$ cat config.mk
export PLATFORM = sky130hd
export DESIGN_NAME = fpm_round
export DESIGN_NICKNAME = d
export VERILOG_FILES = /design/src/rtl/fpm_round.sv
export SDC_FILE = /design/constraint.sdc
export NUM_CORES = 1
export LEC_CHECK = 0
export BUFFER_PORTS_ARGS = -buffer_cell sky130_fd_sc_hd__clkbuf_2
export CAP_MARGIN = 20
export CORE_MARGIN = 10
export CORE_UTILIZATION = 36
export DETAILED_ROUTE_END_ITERATION = 7
export PLACE_DENSITY_LB_ADDON = 0.1
export SETUP_SLACK_MARGIN = 0.5
export SLEW_MARGIN = 20
export SYNTH_ARGS = -nofsm -noshare
export SYNTH_HDL_FRONTEND = slang
export SYNTH_SLANG_ARGS = --single-unit
$ cat constraint.sdc
create_clock -name clk -period 1.65 [get_ports clk]
set_input_delay 0.0825 -clock clk [delete_from_list [all_inputs] [get_ports clk]]
set_output_delay 0.0825 -clock clk [all_outputs]
set_load 0.02 [all_outputs]
$ cat src/rtl/fpm_round.sv
// fpm_round: two-stage normalise / round / exception pipeline for the FP16 multiplier.
// Define FPM_RNE_EN for round-to-nearest-even; leave it undefined for truncation.
module fpm_round (
    input  logic              clk,
    input  logic              rst_n,
    input  logic              in_valid,
    output logic              in_ready,
    input  logic              in_sign,
    input  logic signed [6:0] in_exp,
    input  logic [21:0]       in_prod,
    input  logic              in_nan,
    input  logic              in_inf,
    input  logic              in_zero,
    output logic              out_valid,
    input  logic              out_ready,
    output logic              out_sign,
    output logic [4:0]        out_exp,
    output logic [9:0]        out_man,
    output logic              out_ovf,
    output logic              out_unf,
    output logic              out_inexact
);

    logic              vld_p1_q;
    logic              sign_p1_q;
    logic signed [7:0] exp_p1_q;
    logic [9:0]        frac_p1_q;
    logic              g_p1_q;
    logic              sticky_p1_q;
    logic              inc_p1_q;
    logic              nan_p1_q;
    logic              inf_p1_q;
    logic              zero_p1_q;

    logic              vld_p2_q;
    logic [18:0]       res_p2_q;
    logic [18:0]       res_d;

    logic              adv1;
    logic              adv2;

    logic signed [7:0] exp_d;
    logic [9:0]        frac_d;
    logic              g_d;
    logic              sticky_d;
    logic              inc_d;

`ifdef FPM_RNE_EN
    function automatic logic rne_inc(input logic lsb, input logic g, input logic sticky);
        return g & (sticky | lsb);
    endfunction
`endif

    // Result layout: {sign, exp[4:0], man[9:0], ovf, unf, inexact}.
    function automatic logic [18:0] round_pack(
        input logic              sign,
        input logic signed [7:0] exp,
        input logic [9:0]        frac,
        input logic              inc,
        input logic              g,
        input logic              sticky,
        input logic              nan,
        input logic              inf,
        input logic              zero
    );
        logic [10:0]       sum;
        logic signed [7:0] e;
        logic [9:0]        man;
        logic              inx;
        sum = {1'b0, frac} + {10'd0, inc};
        e   = exp + $signed({7'd0, sum[10]});
        man = sum[10] ? 10'd0 : sum[9:0];
        inx = g | sticky;
        if (nan)
            return {1'b0, 5'd31, 10'h200, 3'b000};
        else if (inf)
            return {sign, 5'd31, 10'd0, 3'b000};
        else if (zero)
            return {sign, 5'd0, 10'd0, 3'b000};
        else if (e >= 8'sd31)
            return {sign, 5'd31, 10'd0, 1'b1, 1'b0, inx};
        else if (e <= 8'sd0)
            return {sign, 5'd0, 10'd0, 1'b0, 1'b1, inx};
        else
            return {sign, e[4:0], man, 1'b0, 1'b0, inx};
    endfunction

    assign adv2     = !vld_p2_q | out_ready;
    assign adv1     = !vld_p1_q | adv2;
    assign in_ready = adv1;

    always_comb begin
        if (in_prod[21]) begin
            frac_d   = in_prod[20:11];
            g_d      = in_prod[10];
            sticky_d = |in_prod[9:0];
            exp_d    = $signed({in_exp[6], in_exp}) + 8'sd1;
        end else begin
            frac_d   = in_prod[19:10];
            g_d      = in_prod[9];
            sticky_d = |in_prod[8:0];
            exp_d    = $signed({in_exp[6], in_exp});
        end
`ifdef FPM_RNE_EN
        inc_d = rne_inc(frac_d[0], g_d, sticky_d);
`else
        inc_d = 1'b0;
`endif
    end

    // Stage 1 boundary: normalised fraction, exponent and rounding bits.
    always_ff @(posedge clk or negedge rst_n) begin
        if (!rst_n)
            vld_p1_q <= 1'b0;
        else if (adv1)
            vld_p1_q <= in_valid;
    end

    always_ff @(posedge clk) begin
        if (in_valid && adv1) begin
            sign_p1_q   <= in_sign;
            exp_p1_q    <= exp_d;
            frac_p1_q   <= frac_d;
            g_p1_q      <= g_d;
            sticky_p1_q <= sticky_d;
            inc_p1_q    <= inc_d;
            nan_p1_q    <= in_nan;
            inf_p1_q    <= in_inf;
            zero_p1_q   <= in_zero;
        end
    end

    assign res_d = round_pack(sign_p1_q, exp_p1_q, frac_p1_q, inc_p1_q, g_p1_q,
                              sticky_p1_q, nan_p1_q, inf_p1_q, zero_p1_q);

    // Stage 2 boundary: packed result; cleared on reset so outputs read zero.
    always_ff @(posedge clk or negedge rst_n) begin
        if (!rst_n) begin
            vld_p2_q <= 1'b0;
            res_p2_q <= '0;
        end else if (adv2) begin
            vld_p2_q <= vld_p1_q;
            if (vld_p1_q)
                res_p2_q <= res_d;
        end
    end

    assign out_valid   = vld_p2_q;
    assign out_sign    = res_p2_q[18];
    assign out_exp     = res_p2_q[17:13];
    assign out_man     = res_p2_q[12:3];
    assign out_ovf     = res_p2_q[2];
    assign out_unf     = res_p2_q[1];
    assign out_inexact = res_p2_q[0];

endmodule
# Word-level counts from Yosys, hierarchy flattened
# Index checks and enable logic that the tools add are counted.
# op_classes
add_sub_neg	1
n_lt_le_gt_ge	2
mux	9
n_bitwise	3
n_reduce_logical	6
# op_table
op	count
$mux 18	4
$mux 19	1
$mux 10	1
$reduce_or 10->1	1
$reduce_or 9->1	1
$add 7x2->8 const B	1
$ge 8x6->1 const B	1
$le 8x1->1 const B	1
$mux 8	1
$or 1x1->1	3
$logic_not 1->1	2
$mux 1	2
$reduce_and 2->1	1
$logic_and 1x1->1	1
# word_totals
regBits	45
in_bits	37
elab_cells	32

# Depth between registers and ports, before layout
# logic_depth
depth_word	6
ltp_mapped	5
ltp_nobuf	4

# Worst setup path before layout
# OpenSTA, ideal clock, no wires.
# synth_path
path_type	flip-flop to flip-flop
from	register vld_p1_q
to	register exp_p1_q[0] (enable)
setup_time_ns	0.383
arrival_time_ns	1.405
required_time_ns	1.267
slack_ns	-0.137
stages_incl_launch_ff	4
path_buffers	1
period_less_slack_ns	1.787
path_cell_list	dfrtp_1 clkbuf_1 nand3b_1 and2_1
# synth_between
elab_chain_len	3
# synth_rtl
item	line	source
start: declaration	24	logic vld_p1_q;
start signal: assignment	116	vld_p1_q <= in_valid;
$logic_not 1->1	89	assign adv1 = !vld_p1_q | adv2;
$or 1x1->1	89	
net in_ready	7	output logic in_ready,
$logic_and 1x1->1	120	if (in_valid && adv1) begin
end signal: assignment	122	exp_p1_q <= exp_d;
end: declaration	26	logic signed [7:0] exp_p1_q;
# The timed path passes the listed nets, and every way through them passes these cells.
# A chain may end at the register's enable or synchronous reset.

# Worst setup path after layout
# layout_path
from	register exp_p1_q[4]
to	register res_p2_q[12]
# layout_between
elab_chain_len	6
# layout_rtl
item	line	source
$le 8x1->1	82	else if (e <= 8'sd0)
$mux 18	82	
$mux 18 *	80	else if (e >= 8'sd31)
$mux 18 *	78	else if (zero)
$mux 18 *	76	else if (inf)
$mux 19 *	74	if (nan)
end signal: assignment	144	res_p2_q <= res_d;
end: declaration	36	logic [18:0] res_p2_q;
# Mark *: on every way between the ends. The rest lies on a longest branch, timed or not.

==> out/qor.csv <==
stage,metric,value,unit
worst_setup_path,crit_required,1.82,ns
worst_setup_path,crit_path_end_kind,flop,
final_layout,final_area,0.00271,mm²
status,status,"complete, no violations",
sta,setup_viol,0,
floorplanning,io_pins,58,
route,routed_wl,5130,µm
floorplanning,fp.dieArea,0.00887,mm²
worst_setup_path,arrival,1.65,ns
sta,tns,0,ns
power,p_leak,1.14,nW
sta,fin_crit_sh,0.898,
clock_tree,clkLatencyLatePin,0.29,ns
final_layout,drive_gt1_frac,0.481,
final_layout,nets,270,
yosys,yosysWarnings,0,
placement,place_hpwl,3470,µm
floorplanning,die_x,94.2,µm
yosys,syn_area,0.00198,mm²
floorplanning,floorplan.initialDensity,0.378,
route,wire_per_inst,16.9,µm
route,drt-vias-per-instance,5.10,
global_route,first_global_vias,1612,
yosys,synth_cells,152,
clock_tree,numCtsBuffers,5,
global_route,antenna_found_initial,0,
route,first_iter_violations,63,
clock_tree,htree_levels,2,
placement,place_area,0.00236,mm²
worst_setup_path,path_class,reg -> reg,
yosys,syn_avg_cell_area,13.0,µm²
route,drcViolationCount,0,
global_route,track_usage,0.119,
power,ir_drop,0.000320,V
worst_setup_path,r2r_slack,0.17,ns
power,power_density,884,mW/mm²
final_layout,mostFrequentLayoutCells,"clkbuf_2, edfxtp_1, inv_1, dfrtp_1, mux2_2",
sta,clock.fmax,675,MHz
global_route,gr-total-overflow,0,
clock_tree,root_buffer,clkbuf_8,
global_route,grt_max_degree,22,
sta,whs,0.0717,ns
worst_setup_path,cpMaxStageDelayCell,or4_4,
placement,gp_congestion,0.825,
sta,drv_slew,0,
sta,fin_crit,1.48,ns
flow_run,drv_cap,0,
yosys,ys_types,33,
placement,io_buffers,57,
clock_tree,cts_tree,yes,
worst_setup_path,cpPeakStageDelay,0.60,ns
yosys,ys_ff_latch,45,
clock_tree,path_clk_slew,0.08,ns
route,drtPass1Iterations,4,
sta,worst_pin_slew,0.543,ns
floorplanning,core-area,0.00524,mm²
worst_setup_path,worstPathCellList,"or4_4, o221ai_4, o221ai_2",
final_layout,antenna-diode-count,0,
worst_setup_path,critPathMaxFanout,5,
route,drt.antenna.violating_nets,0,
clock_tree,max-clock-path-buffers,2,
worst_hold_path,min_path_type,in -> reg,
floorplanning,rows,26,
clock_tree,clock-sinks,45,
yosys,synth_fp_nets,190,
sta,fin_skew,0.00475,ns
worst_setup_path,crit_path_start_kind,flop,
final_layout,final_common_cell,clkbuf_2,
sta,slew_headroom,0.638,
yosys,yosysSeqAreaShare,0.629,
route,vias,1545,
floorplanning,die_h,94.2,µm
final_layout,area_delta_synth_final,36.5,%
global_route,grt_first_pass_wirelength,8350,µm
sta,hold_viol,0,
sta,rsz0062_at_grt,yes,
==> area by class of cell <==
cell class	instances	area [µm²]
fill	462	2530
sequential	45	1250
multi-input combinational	83	764
timing repair buffer	74	438
tap	70	87.6
inverter	23	86.3
clock buffer	7	76.3
clock inverter	1	5.00
==> cell usage after synthesis <==
cell type	instances	area share
a211oi_1	1	0.0038
a21boi_0	1	0.0038
a2bb2oi_1	5	0.022
and2_1	2	0.0063
and3_1	1	0.0032
buf_2	3	0.0076
clkbuf_1	2	0.0038
dfrtp_1	21	0.27
edfxtp_1	24	0.36
ha_1	1	0.0063
inv_1	23	0.044
mux2_2	13	0.074
nand2_1	4	0.0076
nand2b_1	3	0.0095
nand3_1	5	0.013
nand3b_1	1	0.0038
nand4_1	2	0.0063
nand4b_1	1	0.0044
nor2_1	5	0.0095
nor2b_1	1	0.0032
nor3_1	2	0.0051
nor4_1	2	0.0063
o21ai_0	5	0.013
o21ba_2	1	0.0051
o221ai_2	1	0.0076
o221ai_4	1	0.013
o22ai_1	2	0.0063
o31a_1	1	0.0044
o32ai_1	10	0.044
or2_0	1	0.0032
or4_4	1	0.0057
xnor2_1	3	0.013
xor2_1	3	0.013
==> sequential cells by signal, indices dropped and copies added, names as in the netlist <==
register / count
frac_p1_q: 10
res_p2_q: 19
nan_p1_q: 1
g_p1_q: 1
sticky_p1_q: 1
inf_p1_q: 1
sign_p1_q: 1
out_valid: 1
zero_p1_q: 1
vld_p1_q: 1
exp_p1_q: 8
==> final timing paths <==
path                                    from      endpoint  cells after the start
worst min register to register  res_p2_q[18]  res_p2_q[18]                      1
worst min-delay path              in_prod[1]   sticky_p1_q                      3
worst max-delay path             exp_p1_q[4]  res_p2_q[12]                      3
max in group asynchronous              rst_n     out_valid                      2
worst max register to register   exp_p1_q[4]  res_p2_q[12]                      3
min in group asynchronous              rst_n  res_p2_q[18]                      2
==> worst max-delay path, delay by kind of cell (launching register included) <==
kind,cells,cell delay (ns)
AND/OR/NAND/NOR,1,0.60
flip-flops,1,0.38
AO/OA/AOI/OAI,2,0.38
==> metrics by stage <==
step / util / cells / total power, mW / setup slack, ns
2_1_floorplan: - / 152 / 1.54 / 0.214
3_3_place_gp: 0.450 / 275 / 1.66 / 0.134
3_5_place_dp: 0.450 / 275 / 1.67 / 0.110
4_1_cts: 0.499 / 300 / 2.38 / 0.141
5_1_grt: 0.516 / 303 / 2.51 / 0.117
6_report: 0.516 / 303 / 2.39 / 0.168
==> power by group <==
group / switching [mW] / total, mW / internal, mW
combinational: 0.220 / 0.414 / 0.194
sequential: 0.0475 / 1.32 / 1.27
clock: 0.358 / 0.656 / 0.298
==> kinds of logic after synthesis <==
logic type                 synth area share
xor gates and xnor gates             0.0265
buffers and inverters                0.0549
and+or+nand+nor                      0.0865
AOI/OAI and AO/OA                     0.123
DFF                                   0.629
adders and majority gates           0.00631
muxes                                0.0739
==> layer usage <==
| layer | global-route usage | part of all wire |
|---|---|---|
| met4 | 0.0304 | 0.0070 |
| met3 | 0.0544 | 0.10 |
| met1 | 0.156 | 0.44 |
| met2 | 0.174 | 0.45 |
| met5 | 0 | 0 |
==> repair_timing <==
action | in CTS | in global routing
hold buffers | 5 | 0
endpoints found under the setup margin | 39 | 44
buffers inserted | 8 | 3
resized for setup | 3 | 15
pin swaps | 5 | 4
endpoints found under the hold margin | 25 | 0
gates cloned | 4 | 0
(Power assumes the default switching activity.)
